File: config.mk
export PLATFORM = sky130hd
export DESIGN_NAME = seven_display
export DESIGN_NICKNAME = d
export VERILOG_FILES = /design/src/rtl/seven_display.sv
export SDC_FILE = /design/constraint.sdc
export NUM_CORES = 1
export LEC_CHECK = 0
export CAP_MARGIN = 20
export CORE_MARGIN = 3
export CORE_UTILIZATION = 43
export DETAILED_ROUTE_END_ITERATION = 10
export DONT_BUFFER_PORTS = 1
export GPL_ROUTABILITY_DRIVEN = 1
export SETUP_SLACK_MARGIN = 0.02
export SYNTH_ARGS = -nofsm -noshare
export SYNTH_HDL_FRONTEND = slang
export SYNTH_SLANG_ARGS = --single-unit
File: constraint.sdc
create_clock -name CLK -period 0.8 [get_ports CLK]
set_input_delay 0.12 -clock CLK [delete_from_list [all_inputs] [get_ports CLK]]
set_output_delay 0.12 -clock CLK [all_outputs]
set_load 0.01 [all_outputs]
File: src/rtl/seven_display.sv
// Four-digit multiplexed hex driver for a common-anode seven-segment display.
// Registered decoder: anode and cathode patterns are captured together on each CLK edge.
module seven_display #(
  parameter logic [3:0] DP_MASK = 4'b0000
) (
  input  logic        CLK,
  input  logic        RST_N,
  input  logic [1:0]  SCLK,
  input  logic [15:0] DISPLAY,
  output logic [7:0]  SSEG_CA,
  output logic [3:0]  SSEG_AN
);

  logic [3:0] nib;
  logic [6:0] seg;
  logic [7:0] ca_d;
  logic [3:0] an_d;

  // Active-low segments {g,f,e,d,c,b,a} for one hex nibble.
  function automatic logic [6:0] hex_to_seg(input logic [3:0] val);
    logic [6:0] s;
    unique case (val)
      4'h0: s = 7'h40;
      4'h1: s = 7'h79;
      4'h2: s = 7'h24;
      4'h3: s = 7'h30;
      4'h4: s = 7'h19;
      4'h5: s = 7'h12;
      4'h6: s = 7'h02;
      4'h7: s = 7'h78;
      4'h8: s = 7'h00;
      4'h9: s = 7'h10;
      4'hA: s = 7'h08;
      4'hB: s = 7'h03;
      4'hC: s = 7'h46;
      4'hD: s = 7'h21;
      4'hE: s = 7'h06;
      4'hF: s = 7'h0E;
      default: s = 7'h7F;
    endcase
    return s;
  endfunction

  always_comb begin
    nib  = 4'h0;
    an_d = 4'hF;
    unique case (SCLK)
      2'd0: begin
        nib  = DISPLAY[3:0];
        an_d = 4'b1110;
      end
      2'd1: begin
        nib  = DISPLAY[7:4];
        an_d = 4'b1101;
      end
      2'd2: begin
        nib  = DISPLAY[11:8];
        an_d = 4'b1011;
      end
      2'd3: begin
        nib  = DISPLAY[15:12];
        an_d = 4'b0111;
      end
      default: begin
        nib  = 4'h0;
        an_d = 4'hF;
      end
    endcase
    seg  = hex_to_seg(nib);
    ca_d = {~DP_MASK[SCLK], seg};
  end

  always_ff @(posedge CLK or negedge RST_N) begin
    if (!RST_N) begin
      SSEG_CA <= 8'hFF;
      SSEG_AN <= 4'hF;
    end else begin
      SSEG_CA <= ca_d;
      SSEG_AN <= an_d;
    end
  end

endmodule

==> results of run 1 <==
==> how the worst max path moves through the flow <==
stage,startpoint,to,slack [ps],cells after the start
finish,SCLK[1],SSEG_CA[3],-430,5
global placement,SCLK[1],SSEG_CA[3],-660,5
CTS,SCLK[0],SSEG_CA[3],-410,5
floorplan,SCLK[0],SSEG_CA[3],-780,6
detailed placement,SCLK[1],SSEG_CA[3],-690,5
global route,SCLK[0],SSEG_CA[3],-440,5
==> registers in the layout, summed over array words and instances (netlist names) <==
register,flops
SSEG_AN,4
SSEG_CA,7
==> synth_stat cells (all sizes together) <==
library cell	number
buf	3
a32o	1
clkbuf	1
mux4	5
o21ai	1
nand2b	3
or2	2
nand2	1
conb	1
nand3b	1
mux2i	4
o22ai	3
nand3	1
o221ai	1
dfstp	11
xor2	1
ha	6
inv	7
==> kinds of logic (layout without fill, tap and decap cells) <==
group,count (synthesis),in the layout
DFF,11,11
buffers and inverters,11,25
and+or+nand+nor,8,8
AOI/OAI and AO/OA,6,6
other,1,1
muxes,9,9
xor gates and xnor gates,1,1
adders and majority gates,6,6
==> power by group <==
group | switching (mW) | internal [mW] | leakage, nW
Sequential | 0.0607 | 0.684 | 0.115
Clock | 0.143 | 0.191 | 0.0150
Combinational | 0.215 | 0.242 | 0.252
Total | 0.418 | 1.12 | 0.382
==> cell usage in the layout, fill, tap and decap left out <==
cell type	n
sky130_fd_sc_hd__dfstp_2	11
sky130_fd_sc_hd__buf_4	10
sky130_fd_sc_hd__mux4_2	5
sky130_fd_sc_hd__mux2i_1	4
sky130_fd_sc_hd__inv_1	4
sky130_fd_sc_hd__nand2b_1	3
sky130_fd_sc_hd__inv_2	3
sky130_fd_sc_hd__ha_1	3
sky130_fd_sc_hd__clkbuf_4	3
sky130_fd_sc_hd__o22ai_1	2
sky130_fd_sc_hd__ha_4	2
sky130_fd_sc_hd__dlymetal6s4s_1	2
sky130_fd_sc_hd__nand2_1	1
sky130_fd_sc_hd__or2_4	1
sky130_fd_sc_hd__o22ai_2	1
sky130_fd_sc_hd__nand3_1	1
sky130_fd_sc_hd__o21ai_2	1
sky130_fd_sc_hd__a32o_1	1
sky130_fd_sc_hd__xor2_1	1
sky130_fd_sc_hd__nand3b_1	1
sky130_fd_sc_hd__o221ai_2	1
sky130_fd_sc_hd__or2_2	1
sky130_fd_sc_hd__ha_2	1
sky130_fd_sc_hd__conb_1	1
sky130_fd_sc_hd__clkbuf_1	1
sky130_fd_sc_hd__dlygate4sd3_1	1
sky130_fd_sc_hd__buf_6	1
==> cell type report <==
type / instances / area share, %
clock buffers: 4 / 3.06
inverters: 7 / 3.06
multi-input cells: 31 / 43.9
flip-flops and latches: 11 / 33.7
well taps: 15 / 2.19
repair buffers: 14 / 14.1
==> metrics by stage <==
step / power (mW) / worst slack [ps] / util, % / cells
6_report: 1.54 / -427 / 61.4 / 82
5_1_grt: 1.61 / -436 / 61.4 / 82
4_1_cts: 1.50 / -414 / 58.2 / 80
3_5_place_dp: 1.12 / -691 / 53.0 / 72
3_3_place_gp: 1.10 / -659 / 53.0 / 72
2_1_floorplan: 1.05 / -781 / - / 53
==> what timing repair did <==
item	4_1_cts	5_1_grt
gates resized for setup	2	6
pin swaps	5	4
endpoints found under the setup margin	18	19
buffers inserted	1	2
hold buffers	3	0
endpoints found under the hold margin	15	0
==> metal layers <==
| metal | GRT usage [%] | vias to the layer above |
|---|---|---|
| li1 | - | 210 |
| met4 | 6.82 | 0 |
| met1 | 15.8 | 237 |
| met5 | 0 | - |
| met3 | 1.58 | 2 |
| met2 | 25.8 | 37 |
==> summary.md, run 1 <==
In this run the worst hold path is classified as input port to register. After floorplanning, the core was divided into 13 placement rows. After detailed routing, the number of remaining DRC violations is 0.

The sequential-to-total area share from yosys stat is 41.9%, and the final sum of negative setup slack is -3580 ps. The detailed router put a total of 464 um of wire on met1. For this design, the sink count on the clock tree is 11. Final RePlAce weighted congestion: 0.691. The least setup slack across all paths after layout is -427 ps, and the final hold slack is 16.5 ps. The synthesized netlist net count is 79.

The first routing iteration left 20 violations. After legalization and detailed placement, the total HPWL measured 1110 um. Summing every instance area after synthesis gives 689 um2. The areal power density over the cells is 1790 nW/um2, and the number of cells traversed by the worst hold path is 1. For the wire length on met2, the log shows 751 um. Once the floorplan was initialized, standard cells occupied 49.3% of the core.

The number of ports placed on the die boundary came out at 32. The share of synthesized area in the top cell type comes to 41.9%. The core region is 1400 um2. In this run the tool buffered the top-level ports with 0 buffer cells.

In the final routed layout, each cell accounts on average for 16.6 um. Summing the areas of all xor and xnor instances in the mapped netlist gives 1.27% of the synthesized area. Across the run, the number of max-cap violations was 0.

The checks that failed: setup timing. The critical path data required time is 970 ps, and the overall die height is 46.0 um. The highest metal layer with signal wires is met4.

The buffer depth of the longest clock path came out at 2. After clock tree synthesis, the clock-pin slew on the worst setup and hold paths is 60 ps. For this run, the post-layout net count is 94. Once layout is done, the placed cells without fillers occupy 858 um2. The initial antenna violation count was 0. For the number of library cell types mapped by synthesis, the log shows 21. Of all nets on the critical path, the largest fanout is 6. Launching element type of the critical path: an input port.

In the finished design, the share of the clock period the worst path needs comes to 153%. The post-synthesis share of cell area spent on and, or, nand and nor gates works out to 7.26%. The maximum number of pins on one net before global-route repair is 12, and the synthesized-area fraction occupied by ao, oa, aoi and oai cells is 6.17%.

The highest ir drop seen on vdd is 0.671 mV. The count of warnings emitted by yosys was 0; the final critical path time including I/O delays and setup was 1230 ps. The total number of H-tree levels came out at 1. Setup violations remaining at the end of the flow were counted as 18. Summing all multi-input logic gate instances after layout gives 377 um2.

The run finished, with violations left. Global routing used 14.1% of the available tracks across all layers. The number of global-route vias before repair came out at 470. Setup repair after global routing could not meet its margin everywhere.

The final layout contains routed wiring with a total length of 1360 um. The full die area is 2120 um2. Clock root buffer: sky130_fd_sc_hd__clkbuf_4. Post-synthesis cell count: 53. Using the TritonRoute via totals, the vias-per-cell ratio works out to 5.93.

Data arrives at the worst endpoint at 1400 ps. The hold path endpoint was SSEG_AN[1]. For the instance area after placement, the log shows 742 um2. After synthesis, the share of cell area in mux cells is 23.2%. Final max-slew violation count: 0. The filler cell count in the final layout is 110. The mean instance size in the synthesized netlist is 13.0 um2, and the highest cell delay on the worst timing path is 540 ps. Kind of cell adding the most delay to the critical path: multiplexers.

The first global-routing pass estimated 2090 um of wire. The critical setup path kind was input port to register. The run gives 0.382 nW as the leakage power summed over all cells.

Of the cells placed in the final design, the portion with a size suffix greater than 1 is 61.2%. Of the total synthesized cell area, the portion taken by full adders, half adders and majority gates is 10.9%. Detailed routing placed a total of 141 um of wire on met3.

The final count of hold timing violations was 0; the area growth from synthesis to final layout was 24.5%. For this design, the slowest cell found on the critical path is sky130_fd_sc_hd__mux4_2. Derived from the worst setup path, the maximum achievable clock frequency is 815 MHz. After global routing the overflow that remains totals 0.

The capturing element type of the critical path was a register. Walking the worst path, the cells encountered are mux4_2 -> inv_2 -> ha_4 -> inv_2 -> mux4_2. The number of antenna repair diodes came out at 0. The floorplan die width works out to 46.0 um. By area the synthesized netlist is led by sky130_fd_sc_hd__dfstp_2 (42%), sky130_fd_sc_hd__ha_1 (11%), sky130_fd_sc_hd__mux4_2 (9.8%). In this run the remaining antenna-violating nets after routing total 0. TritonCTS built the clock tree. Counting both buffers and inverters, the worst setup path holds a total of 2. The logs give 3 for the number of CTS-inserted buffers and 289 um2 for the flip-flop and latch area.

For this run, the detailed router's first-pass iteration total came to 4. In this run the most critical hold path is launched from SCLK[1]. Cell type with the highest aggregate area in the netlist: sky130_fd_sc_hd__dfstp_2. The run gives 486 as the total vias in the final route. Combinational family with the most area after synthesis: multiplexers. The flop and latch count out of synthesis came out at 11.
Power figures use the tool's default switching activity.
==> run 2, diff against run 1 <==
--- a/config.mk
+++ b/config.mk
@@ -6,11 +6,12 @@
 export NUM_CORES = 1
 export LEC_CHECK = 0
 export CAP_MARGIN = 20
-export CORE_MARGIN = 3
-export CORE_UTILIZATION = 43
+export CORE_AREA = 3 3 40 42
 export DETAILED_ROUTE_END_ITERATION = 10
+export DIE_AREA = 0 0 43 45
 export DONT_BUFFER_PORTS = 1
 export GPL_ROUTABILITY_DRIVEN = 1
+export PLACE_DENSITY = 0.67
 export SETUP_SLACK_MARGIN = 0.02
 export SYNTH_ARGS = -nofsm -noshare
 export SYNTH_HDL_FRONTEND = slang
==> summary.md, run 2 (synthesized netlist as in run 1, its figures left out) <==
The areal power density over the cells was 1780 nW/um2 (-0.58%). The critical path goes through mux4_2 -> buf_6 -> ha_4 -> buf_6 -> mux2i_1 -> o22ai_2. The tools report the instance area after placement as 749 um2 (+1.0%).

Total vias in the final route: 478 (-1.6%). The flow ran to the end, but the final reports show violations. The total chip power came out at 1.61 mW (+4.6%).

The tools report the final instance area as 903 um2 (+5.2%). Final critical path time including I/O delays and setup: 1240 ps (+9.42 ps). The cell seen most often among critical-path stages was sky130_fd_sc_hd__buf_6.

The clock-pin slew of the registers on the worst-case setup and hold paths was 60 ps (about the same); the post-route core utilization was 70.3% (+8.9 points). The detail-routed via count per cell is 5.83 (-1.6%). Sink count of the clock tree: 11 (unchanged). The run gives 2170 um (+4.0%) as the global-route wire length before repair.

The tools report the buffer depth of the longest clock path as 2 (unchanged). The combined buffer and inverter count along the critical path is 2 (unchanged). The tightest min-delay check is of the input port to register type. The tools report the number of antenna-violating nets in the routed design as 0 (unchanged).

The final sum of negative setup slack was -3810 ps (-221 ps); the number of DRC violations after detailed routing was 0 (unchanged). The highest cell delay on the worst timing path came out at 510 ps (-30 ps). The slowest stage of the critical path is the sky130_fd_sc_hd__mux4_2 cell. The area growth from synthesis to final layout was 31.0%; the critical path data required time was 980 ps (about the same). The logs give 0 (unchanged) for the initial antenna violation count and 53.7% (+4.4 points) for the initial standard-cell utilization of the core. The worst setup path is captured at a register.

The beginning of the critical path is SCLK[0]. The largest registers in the layout are SSEG_CA x7, SSEG_AN x4. The top cell types in the final layout, fill and taps aside, are sky130_fd_sc_hd__dfstp_2 (11), sky130_fd_sc_hd__buf_4 (6), sky130_fd_sc_hd__mux4_2 (5), sky130_fd_sc_hd__buf_6 (5). The first-pass detailed-route iteration total came out at 4 (unchanged). Total track usage: 15.2% (+1.1 points). The number of CTS-inserted buffers is 3 (unchanged). The total number of placement rows came out at 13 (unchanged). The critical setup path kind is input port to register. The average detailed-routed wire length per instance was 18.0 um (+8.4%); the net total in the final layout was 94 (unchanged).

The tree is rooted in a sky130_fd_sc_hd__clkbuf_4. Most common cell after layout, fill and taps aside: sky130_fd_sc_hd__dfstp_2. The upper clock frequency limit came out at 809 MHz (-0.76%). The startpoint identified for the worst hold timing path is SCLK[1]. The floorplan die width was 43 um (-6.6%). The run gives 0.779 (+13%) as the final RePlAce weighted congestion.

The logs give 0 (unchanged) for the number of antenna repair diodes and 475 (+1.1%) for the number of global-route vias before repair. The final count of hold timing violations is 0 (unchanged). The highest fanout seen on the critical path is 5 (-1), and the final hold slack is 173 ps (+157 ps).

Grouping stages by cell kind, the critical path spends the most delay in multiplexers. The tools report the total detailed-routing wirelength as 1480 um (+8.4%). The run gives 82 (unchanged) as the count of non-filler cells in the finished layout. The worst setup path is launched from an input port. The number of ports placed on the die boundary came out at 32 (unchanged).

The highest ir drop seen on vdd is 0.726 mV (+8.2%). The least setup slack across all paths after layout is -437 ps (-9.42 ps), and the number of DRC violations after detailed-routing iteration 0 is 11 (-45%). The number of placed cells counting well taps was 73 (+1.4%); the overall die height was 45 um (-2.3%). The final period utilization is 155% (+1.2 points).

Data arrival time of the critical path: 1420 ps (+20 ps). The tools report the number of setup violations in the final report as 18 (unchanged). TritonCTS built the clock tree. Ranked by flip-flop count, first place goes to SSEG_CA.

The final max-slew violation count came out at 0 (unchanged). The fraction of final layout cells sized beyond drive strength 1 works out to 65.7% (+4.5 points). The full die area was 1940 um2 (-8.7%); the maximum number of pins on one net before global-route repair was 12 (unchanged). Setup repair after global routing could not meet its margin everywhere.

The total number of H-tree levels was 1 (unchanged). The number of input and output port buffers inserted is 0 (unchanged). Flip-flop count of the largest register, all copies and words added: 7 (unchanged). The final reports fail on setup timing. The setup slack at placement came out at -717 ps (-26.1 ps). Max capacitance violation total: 0 (unchanged). The leakage power summed over all cells came out at 0.390 nW (+2.0%). The detailed-placement wirelength estimate is 1110 um (-0.13%).

The tools report the overall overflow remaining after global route as 0 (unchanged). The logs give 76 (-31%) for the filler cell count in the final layout and 1280 um2 (-8.1%) for the area of the core.
==> run 2: what timing repair did <==
item | in CTS | in global routing
gates resized for setup | 2 | 16
setup endpoints to repair | 18 | 19
buffers inserted | 1 | 1
endpoints found under the hold margin | 15 | 0
hold buffers | 3 | 0
pin swaps | 3 | 5
==> run 2: report_power, final <==
group	switching [mW]	internal (mW)
logic	0.237	0.265
registers	0.0653	0.685
clock network	0.163	0.192
==> run 2: final timing paths <==
| check | to | cells after the start |
|---|---|---|
| setup / recovery | SSEG_CA[4] | 6 |
| hold / removal | SSEG_AN[2] | 2 |
| max in group asynchronous | SSEG_CA[1] | 1 |
| min in group asynchronous | SSEG_CA[2] | 1 |
==> run 2: final cells by class <==
cell class	count	area, um2	area share [%]
Tap cell	15	18.8	2.08
Timing Repair Buffer	14	136	15.1
Inverter	7	28.8	3.19
Multi-Input combinational cell	31	404	44.7
Sequential cell	11	289	32.0
Clock buffer	4	26.3	2.91
==> run 2: layer usage <==
metal / GRT usage (%) / share of wire, % / up-vias
met5: 0 / 0 / -
met4: 5.42 / 0.81 / 0
met3: 5.18 / 11 / 2
met2: 26.0 / 53 / 41
met1: 17.9 / 35 / 225
li1: - / - / 210
==> run 3, diff against run 2 <==
--- a/config.mk
+++ b/config.mk
@@ -6,12 +6,11 @@
 export NUM_CORES = 1
 export LEC_CHECK = 0
 export CAP_MARGIN = 20
-export CORE_AREA = 3 3 40 42
+export CORE_MARGIN = 3
+export CORE_UTILIZATION = 45
 export DETAILED_ROUTE_END_ITERATION = 10
-export DIE_AREA = 0 0 43 45
 export DONT_BUFFER_PORTS = 1
 export GPL_ROUTABILITY_DRIVEN = 1
-export PLACE_DENSITY = 0.67
 export SETUP_SLACK_MARGIN = 0.02
 export SYNTH_ARGS = -nofsm -noshare
 export SYNTH_HDL_FRONTEND = slang
==> summary.md, run 3 (synthesized netlist as in run 1, its figures left out) <==
The areal power density over the cells was 1800 nW/um2 (+1.0%); the buffer depth of the longest clock path was 2 (unchanged). The clock root buffer is sky130_fd_sc_hd__clkbuf_4. For the initial antenna violation count, the log shows 0 (unchanged).

TritonCTS built the clock tree. The internal cell power is 1.12 mW (-2.1%). The area of the core was 1370 um2 (+6.3%); the net total in the final layout was 93 (-1.1%). The run gives 821 MHz (+1.5%) as the upper clock frequency limit. Setup repair after global routing could not meet its margin everywhere. The number of antenna repair diodes came out at 0 (unchanged). Final instance area: 861 um2 (-4.7%). The tightest min-delay check is of the input port to register type. The highest cell delay on the worst timing path is 540 ps (+30 ps).

The run gives 0 (unchanged) as the overall overflow remaining after global route. For the setup slack at placement, the log shows -695 ps (+22.0 ps). The tools report the hold path endpoint as SSEG_AN[2]. The final period utilization came out at 152% (-2.3 points). The share of power burned in registers was 48.2% (+1.5 points). The worst setup path is captured at a register. The clock network fraction of total power is 22.5% (+0.4 points), and the flip-flop and latch area is 289 um2 (unchanged). The final reports fail on setup timing. The final critical path time including I/O delays and setup came out at 1220 ps (-18.7 ps). The run gives 13.9% (-1.2 points) as the total track usage. The clock-pin slew of the registers on the worst-case setup and hold paths is 60 ps (about the same), and the filler cell count in the final layout is 106 (+39%). The detailed-placement wirelength estimate is 1090 um (-1.8%). For the global-route wire length before repair, the log shows 1970 um (-9.5%). The largest registers in the layout are SSEG_CA x7, SSEG_AN x4.

The floorplan die width was 45.1 um (+5.0%); the final count of hold timing violations was 0 (unchanged). The total number of placement rows is 13 (unchanged). The instance area after placement was 749 um2 (unchanged); the flip-flop count of the largest register, all copies and words added was 7 (unchanged).

The maximum number of pins on one net before global-route repair is 12 (unchanged). The flow ran to the end, but the final reports show violations. The number of CTS-inserted buffers was 3 (unchanged). The initial standard-cell utilization of the core is 50.5% (-3.2 points). The area growth from synthesis to layout is 24.9%. The number of DRC violations after detailed routing was 0 (unchanged). The post-route core utilization came out at 63.0% (-7.3 points).

In this design, the largest share of critical-path delay is due to multiplexers. The run gives 1 (unchanged) as the total number of H-tree levels. The tools report the final RePlAce weighted congestion as 0.795 (+2.1%).

Most common cell after layout, fill and taps aside: sky130_fd_sc_hd__dfstp_2. Walking the worst path, the cells encountered are mux4_2 -> inv_2 -> ha_4 -> inv_2 -> mux4_2. The worst setup path is launched from an input port.

The worst-path cell with the longest stage delay was sky130_fd_sc_hd__mux4_2. The count of non-filler cells in the finished layout was 81 (-1.2%). The critical path data required time is 980 ps (about the same), and the leakage power summed over all cells is 0.353 nW (-9.3%).

The data arrival time of the critical path was 1400 ps (-20 ps). For the net switching power of the design, the log shows 429 uW (-7.8%). The tools report the number of setup violations in the final report as 18 (unchanged).

The top cell types in the final layout, fill and taps aside, are sky130_fd_sc_hd__dfstp_2 (11), sky130_fd_sc_hd__buf_4 (8), sky130_fd_sc_hd__mux4_2 (5). For the first-pass detailed-route iteration total, the log shows 4 (unchanged). The number of antenna-violating nets in the routed design was 0 (unchanged); the proportion of total power due to net switching was 27.7% (-1.2 points). The tools report the sink count of the clock tree as 11 (unchanged). The number of input and output port buffers inserted is 0 (unchanged), and the cell depth of the worst setup path is 5 (-1). The total vias in the final route is 450 (-5.9%). The highest fanout seen on the critical path is 6 (+1), and the number of global-route vias before repair is 464 (-2.3%).

The combinational group share of total power came out at 29.3% (-1.9 points). More flip-flops sit in one register than any other, and that register is SSEG_CA. The critical setup path kind was input port to register.

The number of DRC violations after detailed-routing iteration 0 is 4 (-7), and the final max-slew violation count is 0 (unchanged). Highest ir drop seen on vdd: 0.585 mV (-19%). The average detailed-routed wire length per instance was 16.1 um (-11%). The beginning of the worst hold path is SCLK[0]. The detail-routed via count per cell was 5.56 (-4.7%). The fraction of final layout cells sized beyond drive strength 1 is 63.6% (-2.0 points).

For the multi-input combinational cell area, the log shows 388 um2 (-4.0%). The combined buffer and inverter count along the critical path came out at 2 (unchanged). The number of ports placed on the die boundary came out at 32 (unchanged). The tools report the total detailed-routing wirelength as 1300 um (-12%). The number of placed cells counting well taps came out at 73 (unchanged).

The least setup slack across all paths after layout is -418 ps (+18.7 ps), and the number of cells traversed by the worst hold path is 1 (-1). The run gives 0 (unchanged) as the max capacitance violation total. The overall die height is 45.1 um (+0.31%).

The full die area was 2040 um2 (+5.3%).
-- run 3: cell types whose count changed in the layout (fill, tap and decap cells not counted), sizes merged --
| cell | change |
|---|---|
| dlymetal6s4s | -2 |
| dlygate4sd3 | +2 |
| buf | -1 |
-- run 3: layout make-up --
cell class	instances	share of cell area, %
Inverter	7	3.05
Sequential cell	11	33.6
Tap cell	15	2.18
Clock buffer	4	3.05
Multi-Input combinational cell	31	45.1
Timing Repair Buffer	13	13.1
-- run 3: routing by layer --
layer | vias up | share of wire [%] | track usage, %
met5 | - | 0 | 0
met4 | 0 | 2.5 | 10.5
met3 | 3 | 9.0 | 2.79
met2 | 30 | 50 | 23.4
met1 | 210 | 39 | 15.2
li1 | 207 | - | -
-- run 3: worst max path at each step --
stage,from,to,slack [ps]
2_1_floorplan,SCLK[0],SSEG_CA[3],-780
3_3_place_gp,SCLK[1],SSEG_CA[0],-650
3_5_place_dp,SCLK[1],SSEG_CA[0],-700
4_1_cts,SCLK[1],SSEG_CA[3],-400
5_1_grt,SCLK[0],SSEG_CA[3],-460
6_report,SCLK[1],SSEG_CA[3],-420
-- run 3: power groups by stage --
stage	registers, mW	clock network (mW)	logic, mW
floorplan	0.748	0	0.297
global route	0.754	0.377	0.485
finish	0.745	0.348	0.453
CTS	0.747	0.363	0.418
global placement	0.756	0	0.353
detailed placement	0.754	0	0.377
-- run 3: metrics by stage --
| stage | power, mW | hold slack (ps) | TNS (ps) |
|---|---|---|---|
| floorplan | 1.05 | -27.8 | -4190 |
| global placement | 1.11 | -27.2 | -4260 |
| detailed placement | 1.13 | -27.3 | -4510 |
| CTS | 1.53 | 3.19 | -3960 |
| global route | 1.62 | 4.14 | -4300 |
| finish | 1.55 | 10.3 | -3800 |
-- run 3: repair_timing --
| action | in CTS | in global routing |
|---|---|---|
| hold endpoints to repair | 15 | 0 |
| setup endpoints to repair | 18 | 19 |
| pin swaps | 3 | 2 |
| hold buffers | 3 | 0 |
| gates resized for setup | 3 | 8 |
| buffers inserted | 1 | 0 |
==> patch 1: new RTL, settings of run 2 <==
Put one more register stage on the output `SSEG_CA`. The value now appears one clock later. The other outputs are not delayed to match.
--- a/src/rtl/seven_display.sv
+++ b/src/rtl/seven_display.sv
@@ -11,4 +11,6 @@
   output logic [3:0]  SSEG_AN
 );
+
+  logic [7:0] SSEG_CA_s0;
 
   logic [3:0] nib;
@@ -73,12 +75,16 @@
   always_ff @(posedge CLK or negedge RST_N) begin
     if (!RST_N) begin
-      SSEG_CA <= 8'hFF;
+      SSEG_CA_s0 <= 8'hFF;
       SSEG_AN <= 4'hF;
     end else begin
-      SSEG_CA <= ca_d;
+      SSEG_CA_s0 <= ca_d;
       SSEG_AN <= an_d;
     end
   end
 
+  always_ff @(posedge CLK) begin
+    SSEG_CA <= SSEG_CA_s0;
+  end
+
 endmodule
 
Function: changed (Yosys sat finds a counterexample within 4 cycles, from zero or initial values and one cycle with RST_N low).
==> patch 1 against run 2 <==
  * The flow still finishes with violations (setup timing)
  * Worst setup slack improved by 0.051 ns
  * Area after synthesis increased by 20%
  * Routed wire length increased by 4.8%
  * First-iteration DRC count decreased by 55%
  * Sequential cell count increased by 7
  * Clock power increased by 45%
  * Critical path type unchanged
  * Cell area increased by 11%
  * Sequential share of layout area increased by 12 points
  * Fmax increased by 4.3%
  * Power increased by 33%
  * Largest power group unchanged
==> patch 1: results (changes against run 2) <==
Signal buffers=11 (-3); GR Layer Usage met1=0.178 (-0.00121); routed len/inst=18.0 um (about the same); met3 usage=0.0359 (-0.0159); Placement Cell Area=882 um^2 (+18%); Worst Hold End=SSEG_AN[1]; first-pass GRT wire length=2460 um (+13%); drt total wl=1550 um (+4.8%); multi-input logic area=380 um^2 (-5.9%); Post-CTS Setup Inserts=0 (-1); pre-CTS WS=-0.696 ns (+0.0209 ns); power in the clock group=517 uW (+45%); Regs by FF count=SSEG_CA x7, SSEG_CA_s0 x7, SSEG_AN x4; GRT met2 Usage=0.353 (+0.0928); worst vdd ir=972 uV (+34%); Mean Syn Cell Area=13.8 um^2 (+6.3%); CP peak stage delay=0.55 ns (+0.04 ns); layout cells sized above 1=0.690 (+0.0334); multi-input combinational area share=0.379 (-0.0688); WL met2=844 um (+8.1%); ys async rst share=0.611 (-0.389); Tot GR Track Use=0.177 (+0.0252); fin util=0.782 (+0.0789); Comb pwr share=0.207 (-0.105); Final Power=2.14 mW (+33%); DR WL met3=135 um (-20%); clock-cell share of area=0.0361 (+0.00703); Commonest cells post-synth=11 x dfstp_2, 7 x dfxtp_1, 7 x inv_1; Net Sw Power=529 uW (+14%); largest cells by area after synthesis=dfstp_2 35%, dfxtp_1 17%, ha_1 9.0%; Nets=98 (+4.3%); DRT iter0 DRCs=5 (-6); failing checks=setup timing; GP Congestion=0.871 (+12%); Post-Syn Nets=86 (+8.9%); Filler cells=68 (-11%); final setup vio count=11 (-7); Tmin final=1.19 ns (-0.0511 ns); Via Count=497 (+4.0%); sequential share of cell area=0.436 (+0.116); Resized cells post-CTS=8 (+6); Hold Path Origin=SCLK[0]; WL met1=546 um (+6.0%); setup_tns=-2.78 ns (+1.03 ns); worst setup slack after layout=-0.386 ns (+0.0511 ns); vias in the first global route=527 (+11%); status=finished, violations left
==> patch 1: logic make-up after synthesis <==
group,count (synthesis),share of synthesized area
other,1,0.00452
xor gates and xnor gates,1,0.0106
AOI/OAI and AO/OA,6,0.0513
adders and majority gates,6,0.0905
buffers and inverters,11,0.0724
DFF,18,0.517
muxes,9,0.193
and+or+nand+nor,8,0.0603
==> patch 1: how the worst max path moves through the flow <==
stage / startpoint / end / slack [ns] / depth (start not counted)
floorplan: SCLK[0] / SSEG_CA_s0[3] / -0.78 / 6
global placement: SCLK[1] / SSEG_CA_s0[0] / -0.65 / 7
detailed placement: SCLK[1] / SSEG_CA_s0[4] / -0.70 / 7
CTS: SCLK[0] / SSEG_CA_s0[3] / -0.38 / 5
global route: SCLK[0] / SSEG_CA_s0[3] / -0.39 / 5
finish: SCLK[0] / SSEG_CA_s0[3] / -0.39 / 5
==> patch 2: new RTL, config.mk and constraints of run 2 <==
Without the edit above. Reset style: synchronous (`RST_N`), changed in one clocked block.
--- a/src/rtl/seven_display.sv
+++ b/src/rtl/seven_display.sv
@@ -71,5 +71,5 @@
   end
 
-  always_ff @(posedge CLK or negedge RST_N) begin
+  always_ff @(posedge CLK) begin
     if (!RST_N) begin
       SSEG_CA <= 8'hFF;
Formal check against the unedited RTL: differs if RST_N is asserted again (counterexample within 4 cycles, from zero or initial values and one cycle with RST_N low); with RST_N held inactive, the same outputs for 10 cycles.
==> patch 2 against run 2 <==
  * The flow finishes with violations (hold timing, setup timing)
  * First-iteration DRC count increased by 27%
  * Non-clock buffer count did not move
  * Fmax up 3.6%
  * Routed wire length shrank 4.5%
  * Worst setup slack improved by 0.043 ns
  * Sequential cell count unchanged
  * Cell area fell by 4.7%
  * Via count rose by 4.4%
  * Worst hold slack worse by 0.23 ns
  * Area after synthesis shrank 5.4%
  * Utilization shrank 3.3 points
  * Power decreased by 8.0%
  * Largest power group unchanged
==> patch 2: results (changes against run 2) <==
DRT iter0 DRCs=14 (+3); Placement Cell Area=737 um^2 (-1.7%); first-pass GRT wire length=1950 um (-10%); Pleak=0.350 nW (-10%); largest cells by area after synthesis=dfxtp_1 34%, ha_1 12%, mux4_1 8.1%; Nets=100 (+6.4%); multi-input logic area=457 um^2 (+13%); worst endpoint data arrival time=1.33 ns (-0.09 ns); GP Congestion=0.849 (+8.9%); Post-Syn Nets=87 (+10%); WP buf/inv=0 (-2); Commonest cells post-synth=11 x dfxtp_1, 6 x ha_1, 5 x nand2_1; post-synth top area share=0.338 (-0.0814); Crit path max-delay family=multiplexers; antenna violations before repair=0 (unchanged); worst vdd ir=636 uV (-12%); pre-CTS WS=-0.640 ns (+0.0772 ns); failing checks=hold timing, setup timing; vias in the first global route=447 (-5.9%); Clock transition at path regs=0.06 ns (about the same); Critical Path Slowest Stage Cell=mux4_2; buffers added on ports=0 (unchanged); pin count of the biggest net entering global routing=13 (+1); CTS Hold Bufs=2 (-1); clk buf depth=2 (unchanged); Via Count=499 (+4.4%); dpl hpwl=952 um (-14%); setup_tns=-2.33 ns (+1.48 ns); status=finished, violations left; layout cells sized above 1=0.479 (-0.177); CP peak stage delay=0.59 ns (+0.08 ns); final setup vio count=7 (-11); worst setup path end=SSEG_CA[5]; final hold viol count=10 (+10); worst setup slack after layout=-0.393 ns (+0.0434 ns); HP Class=in -> reg; Tot GR Track Use=0.138 (-0.0141); Seq/Total Area, Yosys=0.338 (-0.0814); Netlist cell types=27 (+29%); Hold Slack=-0.0550 ns (-0.228 ns); ys async rst share=0 (-1.00); drt total wl=1410 um (-4.5%); Filler cells=96 (+26%)
[patch 2: cell count changes in the layout (fill, tap and decap cells not counted), sizes merged, moves of 2 or more]
cell | run 2 | this run
dfstp | 11 | 0
dfxtp | 0 | 11
inv | 7 | 3
nand2 | 1 | 5
o211ai | 0 | 4
mux2i | 4 | 2
nor2 | 0 | 2
o22ai | 3 | 1
or2 | 2 | 0
[patch 2: worst min path at each step]
stage          cells after the start          to  slack (ns)  start
2_1_floorplan                      1  SSEG_AN[0]        0.31  RST_N
3_3_place_gp                       1  SSEG_CA[5]        0.21  RST_N
3_5_place_dp                       1  SSEG_CA[0]        0.21  RST_N
4_1_cts                            1  SSEG_CA[4]       -0.07  RST_N
5_1_grt                            1  SSEG_CA[0]       -0.07  RST_N
6_report                           1  SSEG_CA[4]       -0.06  RST_N
[patch 2: stage by stage]
stage	power, mW	std cells	hold WS [ns]
6_report	1.48	88	-0.0550
5_1_grt	1.55	88	-0.0690
4_1_cts	1.42	87	-0.0650
3_5_place_dp	1.05	81	0.209
3_3_place_gp	1.04	81	0.211
2_1_floorplan	0.971	61	0.312
[patch 2: logic make-up (layout without fill, tap and decap cells)]
group	count (synthesis)	count (layout)	synth area share
AOI/OAI and AO/OA	11	11	0.115
DFF	11	11	0.338
buffers and inverters	9	21	0.0940
adders and majority gates	6	6	0.115
and+or+nand+nor	16	16	0.134
other	1	1	0.00575
muxes	7	7	0.198
[patch 2: power breakdown]
group / leakage, nW / switching (mW) / total, mW / internal, mW
Sequential: 0.0918 / 0.0436 / 0.647 / 0.603
Clock: 0.0150 / 0.154 / 0.346 / 0.192
Combinational: 0.244 / 0.224 / 0.485 / 0.261
Total: 0.350 / 0.422 / 1.48 / 1.06
[patch 2: metal layers]
layer,share of wire,track usage
met5,0,0
met4,0,0.0904
met3,0.074,0.0319
met2,0.54,0.207
met1,0.39,0.178
[patch 2: cell type report]
type | instances | area share
repair buffers | 14 | 0.142
multi-input cells | 41 | 0.531
flip-flops and latches | 11 | 0.256
inverters | 3 | 0.0189
well taps | 15 | 0.0218
clock buffers | 4 | 0.0305
[patch 2: what timing repair did]
item	in CTS	in global routing
gates resized for setup	5	12
setup endpoints to repair	7	8
pin swaps	4	6
buffers inserted	0	1
hold endpoints to repair	11	10
